[src/rtl/matrix_pkg.sv]
// Shared types for the matrix store/load engines.
//   matrix_header_t : layout of the header word written at the image base address
//   writer_state_t  : store-engine FSM states
//   HDR_OFFSET      : distance from the header word to the first element
package matrix_pkg;

  localparam int unsigned HDR_OFFSET = 1;

  typedef struct packed {
    logic [3:0]  tag;
    logic [6:0]  rows;
    logic [6:0]  cols;
    logic [13:0] rsvd;
  } matrix_header_t;

  typedef enum logic [1:0] {
    StIdle,
    StData,
    StHeader,
    StDone
  } writer_state_t;

endpackage

[src/rtl/matrix_writer_element_counter.sv]
// Loadable up-counter with a terminal-count compare.
//   clock_i, reset_i : clock, async active-high reset
//   clear_i          : reload the count to zero (wins over inc_i)
//   inc_i            : advance the count by one
//   total_i          : number of elements in the current transfer
//   count_o          : current element index
//   last_o           : count_o is the final index (total_i - 1)
module matrix_writer_element_counter #(
  parameter int unsigned Width = 14
) (
  input  logic             clock_i,
  input  logic             reset_i,
  input  logic             clear_i,
  input  logic             inc_i,
  input  logic [Width-1:0] total_i,
  output logic [Width-1:0] count_o,
  output logic             last_o
);

  logic [Width-1:0] count_q, count_d;

  always_comb begin
    count_d = count_q;
    if (clear_i) begin
      count_d = '0;
    end else if (inc_i) begin
      count_d = count_q + Width'(1);
    end
  end

  always_ff @(posedge clock_i or posedge reset_i) begin
    if (reset_i) begin
      count_q <= '0;
    end else begin
      count_q <= count_d;
    end
  end

  assign count_o = count_q;
  assign last_o  = (count_q == total_i - Width'(1));

endmodule

[src/rtl/matrix_writer.sv]
// Store engine: streams rows*cols elements into word-addressed memory at base+1..base+total,
// then writes the header word at base so a valid header marks the image as committed.
//   clock_i, reset_i        : clock, async active-high reset
//   start_i                 : store request, only honoured while idle
//   base_addr_i, rows_i,
//   cols_i, tag_i           : image geometry, captured on an accepted start
//   in_valid_i, in_data_i,
//   in_ready_o              : element stream handshake
//   read_o, write_o,
//   address_o, writedata_o  : memory initiator port (registered, write-only)
//   busy_o                  : a store is in progress
//   done_o                  : one-cycle pulse after the header write
//   error_o                 : one-cycle pulse after a rejected start
module matrix_writer
  import matrix_pkg::*;
#(
  parameter int unsigned ADDR_WIDTH = 8,
  parameter int unsigned DATA_WIDTH = 32,
  parameter int unsigned DIM_WIDTH  = 7
) (
  input  logic                  clock_i,
  input  logic                  reset_i,
  input  logic                  start_i,
  input  logic [ADDR_WIDTH-1:0] base_addr_i,
  input  logic [DIM_WIDTH-1:0]  rows_i,
  input  logic [DIM_WIDTH-1:0]  cols_i,
  input  logic [3:0]            tag_i,
  input  logic                  in_valid_i,
  input  logic [DATA_WIDTH-1:0] in_data_i,
  output logic                  in_ready_o,
  output logic                  read_o,
  output logic                  write_o,
  output logic [ADDR_WIDTH-1:0] address_o,
  output logic [DATA_WIDTH-1:0] writedata_o,
  output logic                  busy_o,
  output logic                  done_o,
  output logic                  error_o
);

  localparam int unsigned TotW = 2 * DIM_WIDTH;
  localparam int unsigned ChkW = ADDR_WIDTH + TotW;

  writer_state_t state_q, state_d;

  logic [ADDR_WIDTH-1:0] base_q;
  logic [DIM_WIDTH-1:0]  rows_q, cols_q;
  logic [3:0]            tag_q;
  logic [TotW-1:0]       total_q;

  logic                  write_q, write_d;
  logic [ADDR_WIDTH-1:0] address_q, address_d;
  logic [DATA_WIDTH-1:0] writedata_q, writedata_d;
  logic                  done_q, done_d;
  logic                  error_q, error_d;

  logic [TotW-1:0] total_w;
  logic [ChkW-1:0] end_addr_w;
  logic            start_ok_w, accept_w, reject_w, hs_w;
  logic [TotW-1:0] idx_w;
  logic            idx_last_w;
  matrix_header_t  hdr_w;

  // Last image address (base + total) must stay inside memory; checked wide so it cannot wrap.
  assign total_w    = TotW'(rows_i) * TotW'(cols_i);
  assign end_addr_w = ChkW'(base_addr_i) + ChkW'(total_w);
  assign start_ok_w = (rows_i != '0) && (cols_i != '0) &&
                      (end_addr_w <= ChkW'({ADDR_WIDTH{1'b1}}));
  assign accept_w   = (state_q == StIdle) && start_i && start_ok_w;
  assign reject_w   = (state_q == StIdle) && start_i && !start_ok_w;
  assign hs_w       = in_valid_i && in_ready_o;

  assign hdr_w = '{tag: tag_q, rows: 7'(rows_q), cols: 7'(cols_q), rsvd: '0};

  matrix_writer_element_counter #(
    .Width (TotW)
  ) u_counter (
    .clock_i (clock_i),
    .reset_i (reset_i),
    .clear_i (accept_w),
    .inc_i   (hs_w),
    .total_i (total_q),
    .count_o (idx_w),
    .last_o  (idx_last_w)
  );

  // State and captured-field register.
  always_ff @(posedge clock_i or posedge reset_i) begin
    if (reset_i) begin
      state_q     <= StIdle;
      base_q      <= '0;
      rows_q      <= '0;
      cols_q      <= '0;
      tag_q       <= '0;
      total_q     <= '0;
      write_q     <= 1'b0;
      address_q   <= '0;
      writedata_q <= '0;
      done_q      <= 1'b0;
      error_q     <= 1'b0;
    end else begin
      state_q     <= state_d;
      write_q     <= write_d;
      address_q   <= address_d;
      writedata_q <= writedata_d;
      done_q      <= done_d;
      error_q     <= error_d;
      if (accept_w) begin
        base_q  <= base_addr_i;
        rows_q  <= rows_i;
        cols_q  <= cols_i;
        tag_q   <= tag_i;
        total_q <= total_w;
      end
    end
  end

  // Next-state logic.
  always_comb begin
    state_d = state_q;
    unique case (state_q)
      StIdle:   if (accept_w) state_d = StData;
      StData:   if (hs_w && idx_last_w) state_d = StHeader;
      StHeader: state_d = StDone;
      StDone:   state_d = StIdle;
      default:  state_d = StIdle;
    endcase
  end

  // Output logic: next values of the registered memory port and status pulses.
  always_comb begin
    write_d     = 1'b0;
    address_d   = address_q;
    writedata_d = writedata_q;
    done_d      = 1'b0;
    error_d     = 1'b0;
    in_ready_o  = 1'b0;
    unique case (state_q)
      StIdle: begin
        error_d = reject_w;
      end
      StData: begin
        in_ready_o = 1'b1;
        if (hs_w) begin
          write_d     = 1'b1;
          address_d   = base_q + ADDR_WIDTH'(HDR_OFFSET) + ADDR_WIDTH'(idx_w);
          writedata_d = in_data_i;
        end
      end
      StHeader: begin
        write_d     = 1'b1;
        address_d   = base_q;
        writedata_d = DATA_WIDTH'(hdr_w);
      end
      StDone: begin
        done_d = 1'b1;
      end
      default: ;
    endcase
  end

  assign read_o      = 1'b0;
  assign write_o     = write_q;
  assign address_o   = address_q;
  assign writedata_o = writedata_q;
  assign busy_o      = (state_q != StIdle);
  assign done_o      = done_q;
  assign error_o     = error_q;

endmodule

[config.mk]
export PLATFORM = sky130hd
export DESIGN_NAME = matrix_writer
export DESIGN_NICKNAME = d
export VERILOG_FILES = /design/src/rtl/matrix_pkg.sv /design/src/rtl/matrix_writer_element_counter.sv /design/src/rtl/matrix_writer.sv
export SDC_FILE = /design/constraint.sdc
export NUM_CORES = 1
export LEC_CHECK = 0
export BUFFER_PORTS_ARGS = -buffer_cell sky130_fd_sc_hd__clkbuf_2
export CAP_MARGIN = 30
export CORE_ASPECT_RATIO = 1.75
export CORE_UTILIZATION = 50
export DETAILED_ROUTE_END_ITERATION = 12
export HOLD_SLACK_MARGIN = 0.15
export PLACE_DENSITY = 0.76
export SETUP_SLACK_MARGIN = 0.15
export SYNTH_ARGS = -nofsm -noshare
export SYNTH_HDL_FRONTEND = slang
export SYNTH_SLANG_ARGS = --single-unit
export TNS_END_PERCENT = 50
[constraint.sdc]
create_clock -name clock_i -period 9.1 [get_ports clock_i]
set_input_delay 1.365 -clock clock_i [delete_from_list [all_inputs] [get_ports clock_i]]
set_output_delay 1.365 -clock clock_i [all_outputs]
set_load 0.01 [all_outputs]
==> impl_results.md <==
* DPL Wire Length at 13200 um
* Antenna-violating nets left at 0
* DR DRC count at 0
* Core Region at 13000 um^2
* H-tree depth at 3
* CTS clk-pin slew, worst paths at 80 ps
* Die Wd at 89.6 um
* CP endpoint: cols_q[1]$_DFFE_PP0N_
* Tcrit/Tclk final at 80.8%
* Cts hold-fix bufs at 0
* CP Capture Type: flop
* Simple-gate share of the synthesized area at 15.1%
* WL final at 16700 um
* VDD IR max at 113 uV
* GRT Residual Overflow at 0
* Cell Area, Synth at 6720 um^2
* Largest net degree at the start of global routing at 72
* Setup Skew at 9.75 ps
* DR WL/cell at 17.9 um
* Num rows at 55
* Largest family of logic cells by synthesized area: adder cells
* Hold Path Class: flop to flop
* Slew Viols, Final at 0
* Final Setup Violations at 0
* Min Hold Slack at 487 ps
* Drt initial violations at 235
* Initial Utilization at 51.7%
* CP startpoint: rows_i[3]
* Crit-path max FO at 45
* Dominant synthesized flop cell: dfrtp_1
* Async SR Flop Fraction at 100%
* Clock net sink count at 99
* Area grow syn2layout at 15.0%
* Synth Area in Compound Gates at 11.2%
* Top-area cell type share of the netlist area at 36.9%
* Io pins at 108
* Reg-to-reg critical path startpoint: total_q[2]$_DFFE_PP0N_
* Slowest cell on the critical path: or4_2
* Setup slack, reg-to-reg at 6010 ps
* Crit-path max cell delay at 1120 ps
* Die height at 155 um
* Yosys warns at 0
* Post-synth EDFFs at 0
* CP arrival at 7580 ps
* Worst setup margin at 1750 ps
* Layout Nets at 900
* Post-synthesis mux area share at 9.26%
* Mapped Cells at 658
* Critical path startpoint category: primary input
* Drt via density at 5.60
* DP Worst Slack at 1350 ps
* Power Dens Cells at 189 nW/um^2
* CTS tree: done
* Sequential share of the synthesized area at 36.9%
* Rel. slew slack at 40.1%
* Clk buf depth at 2
* Postcts setup bufs at 0
* Synthesized area per cell at 10.2 um^2
* Hold Vio Cnt, Final at 0
* First-pass GRT wire length at 27100 um
* Cell taking the most area after synthesis: dfrtp_1
* Antenna violations before repair at 0
* Number of unique standard cell types used by synthesis at 55
* Cell Chain, Critical Path: clkbuf_2, and2_1, fa_1, inv_1, fa_1, inv_1, fa_1, inv_1, fa_1, inv_1, ha_1, a21oi_1, o21ai_0, xor2_1, ha_1, nand4_1, a21oi_1, o22a_1, mux2i_1, or4_2, buf_4, mux2_1
* #FFs+latches synth at 99
* Final setup TNS at 0 ps
* Total CTS buffers at 9
* Via Count at 5226
* Die ar. at 13900 um^2
* FMAX at 136 MHz
* Top post-synthesis cells by area: dfrtp_1 (37%), ha_1 (10%), fa_1 (7.7%)
* Worst slew pin tran at 896 ps
* RSZ-0062 raised after global routing: false
* Cells on worst reg2reg path at 8
* Vias in the first global route at 5524
* Status: completed
* Routability Congestion at 0.885
* CTS root buf: clkbuf_16
* Resized Gates After CTS at 0
* Antenna cells at 0
* Leakage at 3.91 nW
* Critical Path RT at 9330 ps
* Clk_lat worst skew at 350 ps
* Adder-Cell Fraction of Synth Area at 17.8%
* Setup CP Type: primary input to flop
* IO buf count at 106
* Period minus WS final at 7350 ps
* Fillers at 1113
* Tot GR Track Use at 26.0%
* Syn_nets at 800
* Max Cap Viol at 0
* Layout cell share with drive strength beyond 1 at 17.8%
* Xor/xnor share of the synthesized area at 5.74%
* Reg-to-reg endpoint: state_q[1]$_DFFE_PP0P_
* Drt pass-1 iters at 5
[cells by family (layout without fill, tap and decap cells)]
kind of cell | Yosys count | count (layout)
buffers and inverters | 67 | 172
adder cells (fa/ha/maj) | 80 | 80
multiplexers | 58 | 58
XOR/XNOR | 44 | 44
flip-flops | 99 | 99
AO/OA/AOI/OAI | 110 | 110
other | 1 | 1
AND/OR/NAND/NOR | 199 | 199
[routing by layer]
layer / GRT usage (%) / share of wire [%] / up-vias
li1: - / - / 2480
met1: 26.8 / 36 / 2552
met2: 48.5 / 57 / 145
met3: 3.82 / 2.8 / 49
met4: 13.5 / 4.7 / 0
met5: 0 / 0 / -
[critical path, delay by kind of cell]
family                   cells  cell delay, ps
AO/OA/AOI/OAI                4             750
XOR/XNOR                     1             180
adder cells (fa/ha/maj)      6            2730
buffers and inverters        6             730
multiplexers                 2             400
AND/OR/NAND/NOR              3            1400
[how the worst min path moves through the flow]
stage,from,endpoint,depth (start not counted)
after floorplan,cols_q[0]$_DFFE_PP0N_,cols_q[0]$_DFFE_PP0N_,1
after global placement,writedata_o[31]$_DFFE_PP0P_,writedata_o[31]$_DFFE_PP0P_,2
after detailed placement,writedata_o[31]$_DFFE_PP0P_,writedata_o[31]$_DFFE_PP0P_,2
after CTS,writedata_o[31]$_DFFE_PP0P_,writedata_o[31]$_DFFE_PP0P_,2
after global routing,writedata_o[24]$_DFFE_PP0P_,writedata_o[24]$_DFFE_PP0P_,2
final,writedata_o[31]$_DFFE_PP0P_,writedata_o[31]$_DFFE_PP0P_,2
[Yosys cell counts (2+ instances only)]
library cell,count
dfrtp_1,99
nand2_1,65
and2_1,58
ha_1,54
inv_1,45
o21ai_0,35
mux2_1,30
xnor2_1,30
fa_1,26
nor2_1,26
mux2i_1,25
clkbuf_1,17
a21oi_1,16
a22o_1,14
xor2_1,14
nand3_1,11
nor3_1,9
a21o_1,7
nand4_1,7
a31oi_1,6
o21a_1,5
nor2b_1,4
nor4_1,4
a211oi_1,3
a21boi_0,3
buf_2,3
mux2_2,3
o21ai_1,3
or3_1,3
or4_1,3
and3_1,2
and4_1,2
nand2b_1,2
o211ai_1,2
o31a_1,2
[where the power goes]
| group | internal (mW) | switching (mW) | leakage [nW] |
|---|---|---|---|
| clock network | 0.195 | 0.181 | 0.145 |
| registers | 0.479 | 0.0457 | 1.29 |
| logic | 0.249 | 0.309 | 2.48 |
| total | 0.923 | 0.536 | 3.91 |
[state kept, by name, summed over array words and instances, names as in the netlist]
signal / count
address_o: 8
base_q: 8
cols_q: 7
done_o: 1
error_o: 1
rows_q: 7
state_q: 2
tag_q: 4
total_q: 14
u_counter.count_o: 14
write_o: 1
writedata_o: 32
[area by class of cell]
cell class / count / area [um^2] / area share (%)
Sequential cell: 99 / 2480 / 32.1
Timing Repair Buffer: 111 / 578 / 7.48
Tap cell: 171 / 214 / 2.77
Clock inverter: 6 / 70.1 / 0.907
Clock buffer: 10 / 229 / 2.96
Multi-Input combinational cell: 492 / 3990 / 51.6
Inverter: 45 / 171 / 2.22
[cell usage in the layout (no fill, tap or decap), types with 26 or more instances in the layout]
master,count
o21ai_0,35
dfrtp_1,99
xnor2_1,30
nor2_1,26
nand2_1,65
inv_1,44
clkbuf_2,106
mux2_1,30
and2_1,58
ha_1,54
fa_1,26
[per-stage QoR]
step | cell area (um^2) | power [mW] | std cells | utilization (%)
CTS | 7730 | 1.47 | 934 | 59.4
finish | 7730 | 1.46 | 934 | 59.4
global route | 7730 | 1.56 | 934 | 59.4
global placement | 7400 | 1.06 | 916 | 56.9
floorplan | 6720 | 0.926 | 658 | -
detailed placement | 7430 | 1.09 | 918 | 57.1
Power figures use the tool's default switching activity.
